File: src/rtl/fdc_pkg.sv
// Shared types and default sizes for the FDC edge-counter measurement stage.
package fdc_pkg;

    localparam int unsigned FDC_CNT_W       = 10;
    localparam int unsigned FDC_OUT_W       = 5;
    localparam int unsigned FDC_SYNC_STAGES = 2;

    typedef enum logic [0:0] {
        IDLE  = 1'b0,
        COUNT = 1'b1
    } fdc_state_t;

endpackage

File: src/rtl/fdc_sync_edge.sv
// Synchronizes one asynchronous pin and flags its rising edges.
// The whole chain freezes while ena is low so no sample is consumed during a freeze.
module fdc_sync_edge #(
    parameter int unsigned STAGES = 2
) (
    input  logic clk,
    input  logic reset,
    input  logic ena,
    input  logic din,
    output logic level,
    output logic rise_c
);

    logic [STAGES-1:0] chain;
    logic              prev;

    always_ff @(posedge clk) begin
        if (reset) begin
            chain <= '0;
            prev  <= 1'b0;
        end else if (ena) begin
            chain <= {chain[STAGES-2:0], din};
            prev  <= chain[STAGES-1];
        end
    end

    assign level  = chain[STAGES-1];
    assign rise_c = chain[STAGES-1] & ~prev;

endmodule

File: src/rtl/fdc_edge_counter.sv
// Counts VCO rising edges per reference-clock period and latches the count.
// Optional saturation with overflow flag when FDC_SAT_EN is defined.
module fdc_edge_counter
    import fdc_pkg::*;
#(
    parameter int unsigned CNT_W       = FDC_CNT_W,
    parameter int unsigned OUT_W       = FDC_OUT_W,
    parameter int unsigned SYNC_STAGES = FDC_SYNC_STAGES
) (
    input  logic             clk,
    input  logic             reset,
    input  logic             ena,
    input  logic             vco_in,
    input  logic             ref_in,
    input  logic             selec,
    output logic [OUT_W-1:0] out,
    output logic             valid,
    output logic             ovf
);

    logic vco_rise_c;
    logic ref_rise_c;
    logic vco_level;
    logic ref_level;
    logic unused_levels;

    fdc_sync_edge #(.STAGES(SYNC_STAGES)) u_sync_vco (
        .clk    (clk),
        .reset  (reset),
        .ena    (ena),
        .din    (vco_in),
        .level  (vco_level),
        .rise_c (vco_rise_c)
    );

    fdc_sync_edge #(.STAGES(SYNC_STAGES)) u_sync_ref (
        .clk    (clk),
        .reset  (reset),
        .ena    (ena),
        .din    (ref_in),
        .level  (ref_level),
        .rise_c (ref_rise_c)
    );

    assign unused_levels = vco_level ^ ref_level;

    fdc_state_t       state;
    fdc_state_t       state_next;
    logic [CNT_W-1:0] cnt;
    logic [CNT_W-1:0] cnt_next;
    logic [CNT_W-1:0] result;
    logic [CNT_W-1:0] result_next;
    logic             valid_q;
    logic             valid_next;
`ifdef FDC_SAT_EN
    logic             sticky;
    logic             sticky_next;
    logic             ovf_q;
    logic             ovf_next;
`endif

    always_ff @(posedge clk) begin
        if (reset) begin
            state <= IDLE;
        end else if (ena) begin
            state <= state_next;
        end
    end

    // A vco rise coincident with a ref rise is counted into the new window.
    always_comb begin
        state_next  = state;
        cnt_next    = cnt;
        result_next = result;
        valid_next  = 1'b0;
`ifdef FDC_SAT_EN
        sticky_next = sticky;
        ovf_next    = ovf_q;
`endif
        case (state)
            IDLE: begin
                if (ref_rise_c) begin
                    state_next = COUNT;
                    cnt_next   = '0;
                end
            end
            COUNT: begin
                if (ref_rise_c) begin
                    result_next = cnt;
                    cnt_next    = CNT_W'(vco_rise_c);
                    valid_next  = 1'b1;
`ifdef FDC_SAT_EN
                    ovf_next    = sticky;
                    sticky_next = 1'b0;
`endif
                end else if (vco_rise_c) begin
`ifdef FDC_SAT_EN
                    if (&cnt) begin
                        sticky_next = 1'b1;
                    end else begin
                        cnt_next = cnt + CNT_W'(1);
                    end
`else
                    cnt_next = cnt + CNT_W'(1);
`endif
                end
            end
            default: state_next = IDLE;
        endcase
    end

    // valid_q is held during a freeze so a pending result still pulses on resume.
    always_ff @(posedge clk) begin
        if (reset) begin
            cnt     <= '0;
            result  <= '0;
            valid_q <= 1'b0;
`ifdef FDC_SAT_EN
            sticky  <= 1'b0;
            ovf_q   <= 1'b0;
`endif
        end else if (ena) begin
            cnt     <= cnt_next;
            result  <= result_next;
            valid_q <= valid_next;
`ifdef FDC_SAT_EN
            sticky  <= sticky_next;
            ovf_q   <= ovf_next;
`endif
        end
    end

    assign valid = valid_q & ena;
    assign out   = selec ? OUT_W'(result >> OUT_W) : result[OUT_W-1:0];

`ifdef FDC_SAT_EN
    assign ovf = ovf_q;
`else
    assign ovf = 1'b0;
`endif

endmodule

File: config.mk
export PLATFORM = sky130hd
export DESIGN_NAME = fdc_edge_counter
export DESIGN_NICKNAME = d
export VERILOG_FILES = /design/src/rtl/fdc_pkg.sv /design/src/rtl/fdc_sync_edge.sv /design/src/rtl/fdc_edge_counter.sv
export SDC_FILE = /design/constraint.sdc
export NUM_CORES = 1
export LEC_CHECK = 0
export ABC_AREA = 1
export CELL_PAD_IN_SITES_DETAIL_PLACEMENT = 2
export CELL_PAD_IN_SITES_GLOBAL_PLACEMENT = 2
export CORE_ASPECT_RATIO = 2
export CORE_MARGIN = 3
export CORE_UTILIZATION = 33
export DETAILED_ROUTE_END_ITERATION = 6
export GPL_ROUTABILITY_DRIVEN = 0
export PLACE_DENSITY_LB_ADDON = 0.1
export SLEW_MARGIN = 10
export SYNTH_ARGS = -nofsm -noshare
export SYNTH_HDL_FRONTEND = slang
export SYNTH_HIERARCHICAL = 1
export SYNTH_SLANG_ARGS = --single-unit
File: constraint.sdc
create_clock -name clk -period 2.2 [get_ports clk]
set_input_delay 0.44 -clock clk [delete_from_list [all_inputs] [get_ports clk]]
set_output_delay 0.44 -clock clk [all_outputs]
set_load 0.1 [all_outputs]
[Word-level counts from Yosys, hierarchy flattened]
Index checks and enable logic that the tools add are counted.
Storage, ports and cells
  flip-flop bits (word level): 28
  bits in latches: 0
  memory bits (writable): 0
  ROM bits: 0
  input bits: 6
  output and inout bits: 7
  word-level logic and storage cells: 27
  memories: 0
Operators by class
  add/sub/neg operators: 1
  multipliers: 0
  divide/modulo/power cells: 0
  order comparisons: 0
  eq/ne operators: 2
  shift-type cells: 0
  mux-type cells: 8
  bitwise logic cells: 6
  reduce and logical (&&, ||, !) cells: 2
Operators by type and width (number)
  $mux 10: 3
  $pmux 10 s2: 1
  $add 10x1->10 const B: 1
  $reduce_and 3->1: 2
  $mux 5: 1
  $and 1x1->1: 3
  $mux 1: 3
  $ne 3x3->1 const B: 1
  $not 1->1: 3
  $ne 2x2->1 const B: 1

[Longest topological paths before layout]
Gate-level depths: netlist (run 1).
  depth after elaboration: 5
  depth in mapped cells: 8
  depth with buffers taken out: 8

[Cells and area by module]
The synthesis (run 1) kept the hierarchy.
By module, submodules not included
  fdc_edge_counter: times used 1, cells an instance 158, area each 1086.0 um^2, seq. area each 440.4 um^2
  fdc_sync_edge: times used 2, cells an instance 20, area each 123.9 um^2, seq. area each 60.1 um^2

[Worst setup path before layout (run 1)]
No wires, ideal clock.
  kind: input port to output port
  from: input port selec
  to: output port out[0]
  arrival time: 2.744 ns
  required time: 1.760 ns
  slack: -0.984 ns
  cell stages on the path: 2
  path buffers: 1
  path through: clkbuf_1 o21ai_0
On the way
  longest elaborated chain between the ends: 1
RTL lines
  from (decl): line fdc_edge_counter.sv:15  | input logic selec,
  $mux 5: line fdc_edge_counter.sv:134  | assign out = selec ? OUT_W'(result >> OUT_W) : result[OUT_W-1:0];
  to (decl): line fdc_edge_counter.sv:16  | output logic [OUT_W-1:0] out,
No other way between the ends.

[Worst setup path after layout (run 1)]
Ends and elaborated chain as after synthesis.

==> flow_metrics.tcl, run 1 <==
set metrics [dict create \
    status "finished, final reports clean" \
    startpoint "selec" \
    hold_start "result[1]" \
    fmax_ghz 0.4933 \
    synth_area_per_cell_um2 6.736 \
    cp.arrival_ns 1.59 \
    leakage_uw 0.0006404 \
    power_uw 948.1 \
    grt_start_max_net_pins 17 \
    cts_tree "yes" \
    area_delta_synth_final_pct 20.54 \
    holdPathStages 2 \
    ys_seq_area_frac 0.4203 \
    multiInputGateArea_um2 623.1 \
    period_share 0.9214 \
    clock_latency_ns 0.28 \
    worstPathRequired_ns 1.76 \
    syn-cell-area_mm2 0.001334 \
    clockRootBuffer "clkbuf_8" \
    grt_pass1_wl_mm 7.079 \
    drv_slew 0 \
    clk_pin_slew_ns 0.10 \
    worstHoldEndpoint "result[1]" \
    grt_pass1_vias 1498 \
    die_x_um 50.96 \
    antenna_left 0 \
    n_antenna_cell 0 \
    fin_util 0.4140 \
    htreeDepth 1 \
    layout.nets 219 \
    dr.first_iter.drc_count 23 \
    num_vias 1302 \
    hold_viol 0 \
    grt-ovfl-total 0 \
    hold_path.class "register to register" \
    yosys_warnings 6 \
    portBuffers 11 \
    track_usage 0.1939 \
    cts_buffer_depth 2 \
    wl_mm 4.253 \
    wl_per_cell_um 16.23 \
    fillers 492 \
    mostFrequentLayoutCell "nand2_1" \
    reg2reg_to "result[0]" \
    syn_nets 205 \
    critPathKind "input port to primary output" \
    cts.hold.buffers_added 0 \
    postPlaceCellArea_mm2 0.001553 \
    setup_viol 0 \
    dieArea_mm2 0.004887 \
    drc 0 \
    rsz0062_at_grt "false" \
    ios 13 \
    regArea_um2 560.5 \
    ctsResizeCount 0 \
    ff2ff_setup_slack_ns 0.58 \
    dp_hpwl_mm 3.390 \
    r2r-start "u_sync_ref/chain[1]" \
    finClkSkew_ns 0.005992 \
    synth-seq-cells 28 \
    path_max_fanout 10 \
    design_area_mm2 0.001608 \
    num_rows 32 \
    layout-drive-gt1-share 0.1137 \
    cts_sinks 28 \
    die_h_um 95.91 \
    final_cell_mix "nand2_1, nor2_1, dfxtp_1" \
    max-cap-violations 0 \
    r2r_cells 7 \
    cts_setup_buffers 0 \
    power.density_mw_per_mm2 589.7 \
    drt_pass1_iterations 6 \
    yosysUniqueCellTypes 22 \
    end_kind "primary output" \
    initial_core_util 0.3434 \
    synthCells 198 \
    period_minus_slack_ns 2.027 \
    start_kind "input port" \
    cts-buffers-inserted 3 \
    vias_per_cell 4.969 \
    ir_drop_mv 0.4511 \
    core_mm2 0.003884 \
    grt_antenna_before_repair 0 \
]
[cell type report]
class,count,area share
multi-input cells,136,0.3875
flip-flops and latches,28,0.3486
repair buffers,15,0.1245
inverters,28,0.06537
well taps,51,0.03969
clock buffers,4,0.03424
[cells by family after synthesis]
| kind of cell | share of synthesized area |
|---|---|
| simple gates | 0.3180 |
| compound gates | 0.1370 |
| fa+ha+maj | 0.009379 |
| flops | 0.4203 |
| buf+inv | 0.1126 |
| other cells | 0.002812 |
[per-layer routing]
metal,track usage,vias to the layer above,share of wire
li1,-,637,-
met1,0.1782,637,0.34
met2,0.4095,22,0.62
met3,0.01550,6,0.022
met4,0.07640,0,0.019
met5,0,-,0
[where the power goes]
part	internal [uW]	switching, uW
Combinational	29.4	60.3
Clock	161	171
Sequential	517	9.35
Total	708	241
[through the flow]
step	setup TNS, ns	hold slack [ns]	std cells	worst slack (ns)
finish	0	0.4733	262	0.1730
global route	0	0.5062	262	0.08215
CTS	0	0.4822	262	0.1668
detailed placement	0	0.4652	258	0.1638
global placement	0	0.4506	258	0.2257
floorplan	-1.192	0.4309	198	-0.2385
[Yosys cell counts]
cell type  instances  area share
nand3b_1           1      0.0056
a21oi_1           19       0.071
nor3_2             3       0.023
nand2_2            3       0.014
nand4_1            1      0.0047
conb_1             1      0.0028
inv_2              2      0.0056
clkbuf_1           2      0.0056
ha_1               1      0.0094
dfxtp_1           28        0.42
buf_6              2       0.017
nand3_1           10       0.038
nand2_1           46        0.13
nand3_2            1      0.0075
nor2_2             1      0.0047
buf_4              2       0.011
or2_1              1      0.0047
nor2_1            31       0.087
o21ai_1            4       0.015
inv_1             26       0.073
a21o_1             1      0.0056
o21ai_0           12       0.045
[critical path: stages]
cell	delay (ns)
clkdlybuf4s50_1	0.66
nand2_1	0.10
o21ai_1	0.16
buf_12	0.21
[sequential cells by signal, indices dropped and copies added, names as in the netlist]
register,flops
valid_q,1
u_sync_vco/prev,1
u_sync_ref/chain,2
result,10
cnt,10
u_sync_vco/chain,2
u_sync_ref/prev,1
state,1
[worst max path at each step]
stage / end / slack (ns) / depth (start not counted)
3_5_place_dp: out[0] / 0.16 / 4
5_1_grt: out[1] / 0.08 / 4
6_report: out[0] / 0.17 / 4
4_1_cts: out[0] / 0.17 / 4
3_3_place_gp: out[4] / 0.23 / 4
2_1_floorplan: out[0] / -0.24 / 2
No activity file was read; power rests on OpenSTA's default activity.
==> run 2: changes to the inputs <==
Settings changed: CAP_MARGIN set to 25, SETUP_SLACK_MARGIN set to 0.02, SLEW_MARGIN 10 to 30.
==> results of run 2 <==
Same layout as run 1: the final DEF is identical, and so are final timing and power.
